**config.mk**
```make
export PLATFORM = sky130hd
export DESIGN_NAME = instr_loader
export DESIGN_NICKNAME = d
export VERILOG_FILES = /design/src/rtl/instr_loader_pkg.sv /design/src/rtl/instr_loader_chunk_assembler.sv /design/src/rtl/instr_loader.sv
export SDC_FILE = /design/constraint.sdc
export NUM_CORES = 1
export LEC_CHECK = 0
export ABC_CLOCK_PERIOD_IN_PS = 2700
export CORE_ASPECT_RATIO = 0.75
export CORE_MARGIN = 5
export CORE_UTILIZATION = 45
export DETAILED_ROUTE_END_ITERATION = 10
export PLACE_DENSITY = 0.75
export SETUP_SLACK_MARGIN = 0.05
export SYNTH_ARGS = -nofsm -noshare
export SYNTH_HDL_FRONTEND = slang
export SYNTH_HIERARCHICAL = 1
export SYNTH_SLANG_ARGS = --single-unit
export TNS_END_PERCENT = 30
```
**constraint.sdc**
```tcl
create_clock -name CLK -period 2.7 [get_ports CLK]
set_input_delay 0.27 -clock CLK [delete_from_list [all_inputs] [get_ports CLK]]
set_output_delay 0.27 -clock CLK [all_outputs]
set_load 0.02 [all_outputs]
```
**src/rtl/instr_loader_pkg.sv**
```systemverilog
// instr_pkg: shared FSM states, word/chunk widths and opcode field positions
package instr_pkg;
  typedef enum logic [1:0] {IDLE, ISSUE, WAIT} state_t;
  localparam int IW = 9;
  localparam int CW = 3;
  localparam int CHUNKS = 3;
  localparam int OP_MSB = 8;
  localparam int OP_LSB = 6;
  localparam int ARG_MSB = 5;
  localparam int ARG_LSB = 0;
endpackage

```
**src/rtl/instr_loader_chunk_assembler.sv**
```systemverilog
// chunk_assembler: shifts 3-bit SDATA chunks (MS first) into a 9-bit word; en=accept chunk, clr=drop partial, done=word complete, word=assembled value
module chunk_assembler
  import instr_pkg::*;
(
  input  logic          CLK,
  input  logic          RESET,
  input  logic          en,
  input  logic          clr,
  input  logic [CW-1:0] sdata,
  output logic          done,
  output logic [IW-1:0] word
);
  logic [IW-CW-1:0] sh;
  logic [1:0] cnt;
  assign done = en && cnt == 2'(CHUNKS - 1);
  assign word = {sh, sdata};
  always_ff @(posedge CLK or posedge RESET)
    if (RESET) begin
      sh <= '0;
      cnt <= 2'd0;
    end else if (clr) cnt <= 2'd0;
    else if (en) begin
      sh <= word[IW-CW-1:0];
      cnt <= done ? 2'd0 : cnt + 2'd1;
    end
endmodule

```
**src/rtl/instr_loader.sv**
```systemverilog
// instr_loader: buffers 9-bit words from the 3-bit SDATA/SVALID bus and replays them as INSTRUCTION/write_en on RUN; CLEAR empties, busy/count/overflow report status
module instr_loader
  import instr_pkg::*;
#(
  parameter int DEPTH = 8,
  parameter int GAP = 1
) (
  input  logic                   CLK,
  input  logic                   RESET,
  input  logic [CW-1:0]          SDATA,
  input  logic                   SVALID,
  input  logic                   RUN,
  input  logic                   CLEAR,
  output logic [IW-1:0]          INSTRUCTION,
  output logic                   write_en,
  output logic                   busy,
  output logic [$clog2(DEPTH):0] count,
  output logic                   overflow
);
  localparam int AW = $clog2(DEPTH);
  localparam logic [AW:0] FULL = (AW+1)'(DEPTH);
  state_t state, state_n;
  logic [AW-1:0] idx, idx_n;
  logic [3:0] gcnt, gcnt_n;
  logic [IW-1:0] mem [DEPTH];
  logic [IW-1:0] word;
  logic idle, start, done, last;
  assign idle = state == IDLE;
  assign start = idle && RUN && !CLEAR && |count;
  assign last = {1'b0, idx} == count - (AW+1)'(1);
  assign busy = !idle || write_en;
  chunk_assembler u_asm (
    .CLK(CLK),
    .RESET(RESET),
    .en(idle && SVALID && !CLEAR && !start),
    .clr(idle && (CLEAR || start)),
    .sdata(SDATA),
    .done(done),
    .word(word)
  );
  always_ff @(posedge CLK or posedge RESET)
    if (RESET) begin
      state <= IDLE;
      idx <= '0;
      gcnt <= 4'd0;
    end else begin
      state <= state_n;
      idx <= idx_n;
      gcnt <= gcnt_n;
    end
  always_comb begin
    state_n = state;
    idx_n = idx;
    gcnt_n = gcnt;
    case (state)
      IDLE: if (start) begin
        state_n = ISSUE;
        idx_n = '0;
      end
      ISSUE: begin
        idx_n = idx + AW'(1);
        gcnt_n = 4'(GAP - 1);
        state_n = last ? IDLE : GAP > 0 ? WAIT : ISSUE;
      end
      WAIT: begin
        gcnt_n = gcnt - 4'd1;
        state_n = gcnt == 4'd0 ? ISSUE : WAIT;
      end
      default: state_n = IDLE;
    endcase
  end
  always_ff @(posedge CLK or posedge RESET)
    if (RESET) begin
      INSTRUCTION <= '0;
      write_en <= 1'b0;
      count <= '0;
      overflow <= 1'b0;
    end else begin
      write_en <= state == ISSUE;
      if (state == ISSUE) INSTRUCTION <= mem[idx];
      if (idle && CLEAR) begin
        count <= '0;
        overflow <= 1'b0;
      end else if (done) begin
        if (count == FULL) overflow <= 1'b1;
        else count <= count + (AW+1)'(1);
      end
    end
  always_ff @(posedge CLK)
    if (done && count != FULL) mem[count[AW-1:0]] <= word;
endmodule

```
# Yosys cells after proc, flatten, opt, wreduce, memory -nomap -nowiden
# Memory sizes are Yosys's and may differ from the RTL's. A register that Yosys moved wholly into a read port is not among the register bits.
# Index checks and enable logic that the tools add are counted.
# word_totals
regBits	23
mem_bits_rw	72
inputBits	8
out_inout_bits	16
word_cells	68
mem_count	1
# op_classes
add_sub_neg	5
n_eq_ne	8
n_mux	18
n_bitwise	1
reduce_logical	27
# mem_list
name	depth	width	read_ports	rd_ports_with_merged_regs	write_ports	line_no	text
mem	8	9	1	1	1	instr_loader.sv:25	logic [IW-1:0] mem [DEPTH];
# op_table
cell	n
$mux 2	6
$mux 4	3
$logic_and 1x1->1	10
$reduce_bool 2->1	5
$pmux 4 s2	1
$reduce_and 2->1	4
$sub 4x1->4 const B	2
$pmux 2 s3	1
$pmux 3 s2	1
$mux 1	5
$add 4x1->4 const B	1
$eq 2x2->1 const B	2
$eq 3x4->1	1
$eq 4x4->1 const B	1
$logic_not 4->1	1
$ne 4x4->1 const B	1
$reduce_or 4->1	1
$add 3x1->3 const B	1
$logic_not 1->1	3
$mux 3	1
$add 2x1->2 const B	1
$eq 2x1->1 const B	1
$logic_not 2->1	1
$logic_or 1x1->1	2
other kinds (3)	3

# Depth between registers and ports, before layout
# Gate-level depths: netlist of the first run.
# depth
depth_word	10
depth_mapped	10
depth_no_buf	10

# Cells and area by module
# The synthesis of the first run kept the hierarchy.
# by_module_without_submodules
module	instances	cells_each	area_per_inst_um2	seq_area_each_um2
instr_loader	1	242	4052.6	2762.6
chunk_assembler	1	27	389.1	200.2

# Worst setup path after synthesis of the first run
# No wires, ideal clock.
# synth_timing
path_type	reg-to-reg
from	reg count[0]
to	mem mem[0][0], enable pin
setup_ps	387
t_arrival_ps	2676
t_required_ps	2313
setup_slack_ps	-362
path_stages_with_launch	9
n_path_buf	0
period_less_slack_ps	3062
path_cell_list	dfrtp_1 inv_1 ha_1 nor3b_2 o21ai_4 nor3b_1 and3b_1 nand3_1 nor3_1
# synth_via
elab_chain_cells	8
word_cells_on_any_way	9
cone_classes	1 x eq/ne; 2 x mux; 6 x reduce/logical
# synth_rtl
element	line_no	text
start: declaration	instr_loader.sv:17	output logic [$clog2(DEPTH):0] count,
start signal: assignment	instr_loader.sv:86	else count <= count + (AW+1)'(1);
$reduce_or 4->1	instr_loader.sv:29	assign start = idle && RUN && !CLEAR && |count;
$logic_and 1x1->1	instr_loader.sv:29	
$logic_not 1->1	instr_loader.sv:35	.en(idle && SVALID && !CLEAR && !start),
$logic_and 1x1->1	instr_loader.sv:35	
$logic_and 1x1->1	instr_loader_chunk_assembler.sv:15	assign done = en && cnt == 2'(CHUNKS - 1);
net done	instr_loader.sv:27	logic idle, start, done, last;
$logic_and 1x1->1	instr_loader.sv:90	if (done && count != FULL) mem[count[AW-1:0]] <= word;
$mux 1	instr_loader.sv:90	
$mux 1 (implied by the code)	instr_loader.sv:90	
end: declaration	instr_loader.sv:25	
# The timed path passes the listed nets, and every way through them passes these cells.

# Worst setup path in the final report of the first run
# layout_timing
from	reg count[1]
to	mem mem[0][3], enable pin
# Same word-level chain as after synthesis.

==> out/results.txt, run 1 <==
clock network fraction of total power: 27.8%
Critical Path, Cell by Cell: inv_1, ha_1, nor3b_2, o21ai_4, nor3b_2, and3b_1, nand3_2, nor3_4, buf_12
Final Hold Viols: 0
Critical Path Source Type: flop
Min-Delay Path Class: primary input to async pin
Reg clk slew, reported paths: 70 ps
# nets final: 323
r2r setup slk: 200 ps
initial antenna violation count: 0
Post-Synthesis Cells: 269
drt wl/cell: 18.81 um
Final setup viols: 0
Post-synth EDFFs: 72
asr flop ratio synth: 30.77%
Pleak: 1.861 nW
Pwr Density: 891.5 nW/um^2
TritonCTS Buffers: 9
vias per cell: 5.382
Max transition margin: 48.31%
Int Power: 0.003296 W
Slew Limit Fails: 0
Max Cap Viol: 0
Initial DRT Pass Iterations: 4
Worst EP required: 2760 ps
initial DRC count: 183
fin crit share: 92.45%
clock root buffer: clkbuf_16
Remaining Overflow, GRT: 0
setup TNS: 0 ps
layout cells sized above 1: 20.65%
worst slew pin tran: 775.3 ps
first-pass GRT wire length: 13120 um
antenna cells: 0
# rows: 31
RSZ-0062 raised after global routing: false
post-synthesis cell area: 4442 um^2
CP max FO: 9
Post-route DRC: 0
syn nets: 287
hpwl dp: 5928 um
Routed WL: 8316 um
vias in the first global route: 2332
Yosys top cell area share: 48.68%
sequential power share: 47.8%
RR Startpoint: count[1]$_DFFE_PP0P_
count leader, synth: edfxtp_1
CTS tree: yes
Yosys warning total: 6
clock sinks: 104
DIE WIDTH: 124.7 um
Worst Skew: 6.794 ps
status: finished, final reports clean
synth cell count leaders: edfxtp_1, dfrtp_1, nor2_1
Cell variety after synth: 43
port bufs: 23
# H-tree levels: 3
starting density of the core: 45.99%
Post-DRT Antenna Nets: 0
Comb power frac: 24.4%
total track usage: 14.69%
die area: 11980 um^2
largest net degree at the start of global routing: 25
ys flop type: edfxtp_1
upper clock frequency limit: 400.6 MHz
Crit path arrival time: 2550 ps
Vias: 2379
Critical Setup Path Class: flop to flop
Core Box Area: 9658 um^2
Most common cell on crit path: nor3b_2
Clock Path Buffers: 2
Final min period: 2496 ps
CTS Hold Bufs: 0
CP peak stage delay: 380 ps
Hold WS: 231.2 ps
latest clock arrival within the worst-skew pair: 340 ps
synthesized flop and latch total: 104
Die Ht: 96.04 um
Mean Syn Cell Area: 16.51 um^2
top post-synthesis cells by area: edfxtp_1, dfrtp_1, mux4_2
VDD IR max: 0.3408 mV
r2r endpoint: mem[0][3]$_DFFE_PP_
Area growth syn-to-layout: 18.51%
Net Switching: 0.001397 W
sw frac: 29.77%
CP endpoint kind: flop
area leader, netlist: edfxtp_1
Seq/Total Area, Yosys: 66.70%
R2R depth: 9
routability congestion estimate: 0.8575
I/O pin total: 24
Critical-path top delay cell: dfrtp_1
==> metrics by stage <==
| stage | setup WS, ps | utilization, % | area, um^2 | instances | total power [W] |
|---|---|---|---|---|---|
| detailed placement | 88.48 | 50.59 | 4886 | 423 | 0.003430 |
| global route | 52.37 | 54.50 | 5264 | 442 | 0.004922 |
| floorplan | 51.88 | - | 4501 | 269 | 0.003009 |
| finish | 203.8 | 54.50 | 5264 | 442 | 0.004693 |
| global placement | 209.9 | 50.59 | 4886 | 423 | 0.003370 |
| CTS | 58.55 | 53.75 | 5191 | 439 | 0.004732 |
==> logic make-up after synthesis <==
logic type / share of synthesized area (%)
xor+xnor: 1.183
mux: 14.79
flops: 66.70
compound gates: 4.874
fa+ha+maj: 2.817
simple gates: 6.113
buf+inv: 3.521
==> power groups by stage <==
| stage | Combinational, W | Clock (W) | Sequential [W] |
|---|---|---|---|
| after global routing | 0.00124 | 0.00140 | 0.00228 |
| after global placement | 0.00111 | 0 | 0.00226 |
| after floorplan | 0.000759 | 0 | 0.00225 |
| after CTS | 0.00115 | 0.00134 | 0.00225 |
| after detailed placement | 0.00115 | 0 | 0.00228 |
| final | 0.00114 | 0.00131 | 0.00224 |
==> routing by layer <==
metal	global-route usage (%)	vias up	wire length [um]
li1	-	1093	-
met1	20.60	1215	3946
met2	22.12	63	3782
met3	5.546	8	557
met4	3.102	0	30
met5	0	-	0
==> state kept, by name (all words and copies together), names as in the netlist <==
name	flops
count	4
state	2
mem	72
u_asm/sh	6
INSTRUCTION	9
write_en	1
gcnt	4
overflow	1
idx	3
u_asm/cnt	2
==> cell type report <==
type	instances	area, um^2
timing repair buffer	39	387.9
multi-input combinational	138	1393
inverter	13	48.80
fill	744	4394
clock inverter	7	80.08
tap	132	165.2
sequential	104	2964
clock buffer	9	225.2
==> worst max path at each step <==
stage,startpoint,to,cells past startpoint
finish,count[1]$_DFFE_PP0P_,mem[0][3]$_DFFE_PP_,9
global route,count[1]$_DFFE_PP0P_,mem[0][8]$_DFFE_PP_,9
CTS,count[1]$_DFFE_PP0P_,mem[5][5]$_DFFE_PP_,8
detailed placement,count[1]$_DFFE_PP0P_,mem[5][2]$_DFFE_PP_,8
global placement,count[0]$_DFFE_PP0P_,mem[0][7]$_DFFE_PP_,8
floorplan,count[1]$_DFFE_PP0P_,mem[0][0]$_DFFE_PP_,8
==> timing repair <==
item                       in CTS  in global routing
setup buffers                   0                  3
setup endpoints to repair       0                 46
resized for setup               0                  3
==> cells in the final DEF (no fill, tap or decap), types with 2 or more instances in the layout <==
cell type	synthesis	layout
edfxtp_1	72	72
dfrtp_1	32	31
clkdlybuf4s50_1	0	23
a21oi_1	17	17
inv_1	13	13
buf_4	6	13
mux2i_1	12	12
nor2_1	18	12
mux4_2	10	10
ha_1	10	10
clkbuf_16	0	9
mux4_1	8	8
nand2_1	7	6
o21ai_0	6	6
mux2_4	6	6
xnor2_1	5	5
nor2_4	0	4
nand3_1	4	3
nand2b_1	3	3
buf_12	1	3
nand3b_1	2	2
o22ai_1	2	2
nor2_2	0	2
nor3_4	0	2
nor3b_2	1	2
o21a_1	2	2
nor3_1	4	2
nor2b_1	2	2
a22o_1	2	2
clkinvlp_4	0	2
inv_8	0	2
==> worst max-delay path, delay by kind of cell (launching register included) <==
kind            cells  cell delay, ps
fa+ha+maj           1             190
simple gates        5            1270
flops               1             380
compound gates      1             120
buf+inv             2             250
Power figures use the tool's default switching activity.
==> run 2, diff against run 1 <==
--- a/config.mk
+++ b/config.mk
@@ -11,7 +11,6 @@
 export CORE_UTILIZATION = 45
 export DETAILED_ROUTE_END_ITERATION = 10
 export PLACE_DENSITY = 0.75
-export SETUP_SLACK_MARGIN = 0.05
 export SYNTH_ARGS = -nofsm -noshare
 export SYNTH_HDL_FRONTEND = slang
 export SYNTH_HIERARCHICAL = 1
==> run 2 against run 1 <==
Count of clock-buffer cells in the layout is the same. Combinational power about the same. Die area unchanged. Cell area decreased by 0.88%. Critical path type unchanged. Critical endpoint is now mem[6][4]$_DFFE_PP_.
==> out/results.txt, run 2 (same netlist as run 1, synthesis figures left out) <==
latest clock arrival within the worst-skew pair: 340 ps (about the same)
r2r setup slk: 150 ps (-50 ps)
sw frac: 29.83% (+0.053 points)
Comb power frac: 24.5% (about the same)
worst slack, placed: 97.05 ps (+8.563 ps)
Initial DRT Pass Iterations: 4 (unchanged)
port bufs: 23 (unchanged)
DIE WIDTH: 124.7 um (unchanged)
Worst EP required: 2700 ps (-60 ps)
Worst Skew: 5.631 ps (-1.163 ps)
Critical Setup Path Class: flop to flop
Slew Limit Fails: 0 (unchanged)
Net Switching: 0.001406 W (+0.65%)
CP endpoint kind: flop
Largest register FFs: 72 (unchanged)
Pleak: 1.848 nW (-0.70%)
routability congestion estimate: 0.8217 (-4.2%)
TritonCTS Buffers: 9 (unchanged)
vias per cell: 5.355 (-0.50%)
Max transition margin: 37.30% (-11 points)
Int Power: 0.003309 W (+0.40%)
Routed WL: 8165 um (-1.8%)
Critical Path Source Type: flop
fin area: 5218 um^2 (-0.88%)
Reg clk slew, reported paths: 70 ps (about the same)
Post-DRT Antenna Nets: 0 (unchanged)
# fillers: 746 (+0.27%)
Post-route DRC: 0 (unchanged)
Final Hold Viols: 0 (unchanged)
antenna cells: 0 (unchanged)
Core Box Area: 9658 um^2 (unchanged)
sequential power share: 47.1% (-0.7 points)
Die Ht: 96.04 um (unchanged)
total chip power: 0.004715 W (+0.48%)
first-pass GRT wire length: 12990 um (-1.0%)
Area growth syn-to-layout: 17.46%
# rows: 31 (unchanged)
setup TNS: 0 ps (unchanged)
die area: 11980 um^2 (unchanged)
slack of the critical path: 150.5 ps (-53.28 ps)
fin crit share: 94.42% (+2.0 points)
Pwr Density: 903.7 nW/um^2 (+1.4%)
CTS tree: yes
CP max FO: 9 (unchanged)
most common cell after layout, fill and taps aside: edfxtp_1
clock network fraction of total power: 28.3% (+0.5 points)
RSZ-0062 raised after global routing: false
# H-tree levels: 3 (unchanged)
initial DRC count: 232 (+27%)
R2R depth: 8 (-1)
vias in the first global route: 2328 (-0.17%)
commonest non-fill, non-tap cells in the layout: edfxtp_1, dfrtp_1, clkdlybuf4s50_1
upper clock frequency limit: 392.2 MHz (-2.1%)
Final setup viols: 0 (unchanged)
total track usage: 14.83% (+0.14 points)
VDD IR max: 0.4051 mV (+19%)
Crit path arrival time: 2550 ps (about the same)
worst slew pin tran: 939.5 ps (+164.2 ps)
Clock Path Buffers: 2 (unchanged)
largest net degree at the start of global routing: 25 (unchanged)
status: finished, final reports clean
Vias: 2351 (-1.2%)
Max Cap Viol: 0 (unchanged)
Min-Delay Path Class: primary input to async pin
clock sinks: 104 (unchanged)
post-place instance area: 4877 um^2 (-0.18%)
r2r endpoint: mem[6][4]$_DFFE_PP_
layout cells sized above 1: 19.87% (-0.78 points)
clock root buffer: clkbuf_16
I/O pin total: 24 (unchanged)
# nets final: 320 (-0.93%)
Remaining Overflow, GRT: 0 (unchanged)
starting density of the core: 45.99% (unchanged)
drt wl/cell: 18.60 um (-1.1%)
hpwl dp: 5796 um (-2.2%)
RR Startpoint: count[1]$_DFFE_PP0P_
initial antenna violation count: 0 (unchanged)
Final min period: 2549 ps (+53.28 ps)
run 2: through the flow:
stage / hold WS (ps) / instances / util, %
3_3_place_gp: 498.8 / 422 / 50.50
5_1_grt: 237.5 / 439 / 54.02
3_5_place_dp: 511.9 / 422 / 50.50
4_1_cts: 207.3 / 438 / 53.75
2_1_floorplan: 85.66 / 269 / -
6_report: 215.8 / 439 / 54.02
run 2: worst max path at each step:
stage | from | cells past startpoint | slack [ps] | to
floorplan | count[0]$_DFFE_PP0P_ | 8 | 3 | mem[0][0]$_DFFE_PP_
global placement | count[1]$_DFFE_PP0P_ | 8 | 220 | mem[0][2]$_DFFE_PP_
detailed placement | count[1]$_DFFE_PP0P_ | 8 | 100 | mem[5][2]$_DFFE_PP_
CTS | count[1]$_DFFE_PP0P_ | 8 | 60 | mem[5][7]$_DFFE_PP_
global route | count[1]$_DFFE_PP0P_ | 8 | 7 | mem[6][6]$_DFFE_PP_
finish | count[1]$_DFFE_PP0P_ | 8 | 150 | mem[6][4]$_DFFE_PP_
run 2: worst max-delay path, stage by stage (launching register included):
cell	delay, ps
dfrtp_1	380
inv_1	100
ha_1	190
nor3b_2	270
o21ai_4	110
nor3b_2	220
and3b_2	270
nand2_1	220
nor2_2	430
run 2: layout make-up:
cell class / count / area (um^2) / share of cell area [%]
Sequential cell: 104 / 2963 / 56.79
Multi-Input combinational cell: 138 / 1386 / 26.57
Timing Repair Buffer: 36 / 340.3 / 6.523
Clock buffer: 9 / 225.2 / 4.317
Tap cell: 132 / 165.2 / 3.165
Clock inverter: 7 / 88.84 / 1.703
Inverter: 13 / 48.80 / 0.9353
run 2: timing repair:
action	in CTS	in global routing
resized for setup	0	2
hold buffers	0	0
endpoints found under the setup margin	0	36
setup buffers	0	1
run 2: routing by layer:
metal	global-route usage [%]	share of wire [%]	vias up
met4	3.011	0.85	0
met3	5.546	7.8	7
met5	0	0	-
met2	21.22	44	74
li1	-	-	1095
met1	21.78	47	1175
run 2: power groups by stage:
stage	registers, W	clock network, W	logic, W
after floorplan	0.00225	0	0.000759
after global placement	0.00225	0	0.00113
after detailed placement	0.00226	0	0.00116
after CTS	0.00223	0.00136	0.00116
after global routing	0.00226	0.00145	0.00125
final	0.00222	0.00134	0.00116
==> run 3, diff against run 2 <==
--- a/config.mk
+++ b/config.mk
@@ -11,6 +11,7 @@
 export CORE_UTILIZATION = 45
 export DETAILED_ROUTE_END_ITERATION = 10
 export PLACE_DENSITY = 0.75
+export SLEW_MARGIN = 20
 export SYNTH_ARGS = -nofsm -noshare
 export SYNTH_HDL_FRONTEND = slang
 export SYNTH_HIERARCHICAL = 1
==> run 3 against run 2 <==
Global-route usage is the same. Via count hardly changed. Total power hardly changed. Worst setup slack better by 0.61 ps. Maximum frequency is essentially flat. Clock power is essentially flat. Critical path type unchanged. Largest cell class unchanged. Non-clock buffer count is the same. Die area did not move. Cell count did not move. Combinational power about the same. Wire length hardly changed.
==> out/results.txt, run 3 (same netlist as run 1, synthesis figures left out) <==
commonest non-fill, non-tap cells in the layout: edfxtp_1, dfrtp_1, clkdlybuf4s50_1
vias per cell: 5.353 (about the same)
Post-route DRC: 0 (unchanged)
I/O pin total: 24 (unchanged)
total chip power: 0.004715 W (about the same)
Critical Path Stages: 8 (unchanged)
clock root buffer: clkbuf_16
Initial DRT Pass Iterations: 4 (unchanged)
# H-tree levels: 3 (unchanged)
Pwr Density: 903.7 nW/um^2 (about the same)
fin crit share: 94.40% (about the same)
DIE WIDTH: 124.7 um (unchanged)
# rows: 31 (unchanged)
vias in the first global route: 2328 (unchanged)
Buffers & Inverters on Critical Path: 1 (unchanged)
Largest register FFs: 72 (unchanged)
slack of the critical path: 151.2 ps (+0.6110 ps)
setup TNS: 0 ps (unchanged)
Min-Delay Path Class: primary input to async pin
Max Cap Viol: 0 (unchanged)
Final Hold Viols: 0 (unchanged)
Critical Path Source Type: flop
latest clock arrival within the worst-skew pair: 340 ps (about the same)
Area growth syn-to-layout: 17.46% (unchanged)
antenna cells: 0 (unchanged)
largest net degree at the start of global routing: 25 (unchanged)
Final min period: 2549 ps (-0.6110 ps)
Worst Skew: 5.673 ps (+0.04222 ps)
CTS tree: yes
Most common cell on crit path: nor3b_2
Vias: 2350 (-0.043%)
routability congestion estimate: 0.8217 (unchanged)
starting density of the core: 45.99% (unchanged)
hpwl dp: 5796 um (unchanged)
initial DRC count: 243 (+4.7%)
crit-path leading delay family: simple AND/OR/NAND/NOR gates
Worst EP required: 2700 ps (about the same)
worst slack, placed: 97.05 ps (unchanged)
layout cells sized above 1: 19.87% (unchanged)
RSZ-0062 raised after global routing: false
Remaining Overflow, GRT: 0 (unchanged)
worst slew pin tran: 887.7 ps (-51.83 ps)
R2R depth: 8 (unchanged)
r2r setup slk: 150 ps (about the same)
Routed WL: 8164 um (about the same)
Post-DRT Antenna Nets: 0 (unchanged)
CP max FO: 9 (unchanged)
dpl cells: 422 (unchanged)
drt wl/cell: 18.60 um (about the same)
Clock Path Buffers: 2 (unchanged)
Post-Layout Cell Count: 439 (unchanged)
Critical Setup Path Class: flop to flop
first-pass GRT wire length: 12990 um (unchanged)
Core Box Area: 9658 um^2 (unchanged)
Reg clk slew, reported paths: 70 ps (about the same)
port bufs: 23 (unchanged)
total track usage: 14.83% (unchanged)
Pleak: 1.845 nW (-0.20%)
upper clock frequency limit: 392.3 MHz (about the same)
# nets final: 320 (unchanged)
initial antenna violation count: 0 (unchanged)
Critical-path top delay cell: nor2_2
Critical Path, Cell by Cell: inv_1, ha_1, nor3b_2, o21ai_4, nor3b_2, and3b_2, nand2_1, nor2_2
status: finished, final reports clean
Die Ht: 96.04 um (unchanged)
Final setup viols: 0 (unchanged)
r2r endpoint: mem[6][4]$_DFFE_PP_
VDD IR max: 0.4056 mV (+0.13%)
clock sinks: 104 (unchanged)
CP endpoint kind: flop
TritonCTS Buffers: 9 (unchanged)
most common cell after layout, fill and taps aside: edfxtp_1
Slew Limit Fails: 0 (unchanged)
RR Startpoint: count[1]$_DFFE_PP0P_
Max transition margin: 40.46% (+3.2 points)
Crit path arrival time: 2550 ps (about the same)
die area: 11980 um^2 (unchanged)
CP peak stage delay: 430 ps (about the same)
==> run 3: how the worst max path moves through the flow <==
stage / to / slack, ps / start
after floorplan: mem[0][0]$_DFFE_PP_ / 3 / count[0]$_DFFE_PP0P_
after global placement: mem[0][2]$_DFFE_PP_ / 220 / count[1]$_DFFE_PP0P_
after detailed placement: mem[5][2]$_DFFE_PP_ / 100 / count[1]$_DFFE_PP0P_
after CTS: mem[5][7]$_DFFE_PP_ / 60 / count[1]$_DFFE_PP0P_
after global routing: mem[6][6]$_DFFE_PP_ / 7 / count[1]$_DFFE_PP0P_
final: mem[6][4]$_DFFE_PP_ / 150 / count[1]$_DFFE_PP0P_
==> run 3: area by class of cell <==
cell class | count | area, um^2
Fill cell | 746 | 4441
Sequential cell | 104 | 2963
Multi-Input combinational cell | 138 | 1386
Timing Repair Buffer | 36 | 340.3
Clock buffer | 9 | 225.2
Tap cell | 132 | 165.2
Clock inverter | 7 | 88.84
Inverter | 13 | 48.80
==> run 3: stage by stage <==
stage / hold slack [ps] / instance area (um^2) / utilization (%)
6_report: 222.1 / 5218 / 54.02
3_3_place_gp: 498.8 / 4877 / 50.50
5_1_grt: 244.2 / 5218 / 54.02
4_1_cts: 207.3 / 5191 / 53.75
3_5_place_dp: 511.9 / 4877 / 50.50
2_1_floorplan: 85.66 / 4499 / -
==> run 3: worst register-to-register path: cells and delay by family, from the launching register on <==
kind	cells	cell delay [ps]
and+or+nand+nor	5	1410
DFF	1	380
buffers and inverters	1	100
adders and majority gates	1	190
AOI/OAI and AO/OA	1	110
==> run 3: where the power goes <==
group	internal [W]	total, W	switching [W]
registers	0.00199	0.00222	0.000233
clock network	0.000741	0.00134	0.000595
logic	0.000578	0.00116	0.000578
total	0.00331	0.00471	0.00141
==> run 3: what timing repair did <==
item | in CTS | in global routing
gates resized for setup | 0 | 2
hold buffers | 0 | 0
setup buffers | 0 | 1
setup endpoints to repair | 0 | 36
==> run 3: routing by layer <==
metal	global-route usage, %	wire length, um	part of all wire (%)
met4	3.011	69	0.85
met3	5.546	639	7.8
met5	0	0	0
met1	21.78	3851	47
met2	21.22	3604	44
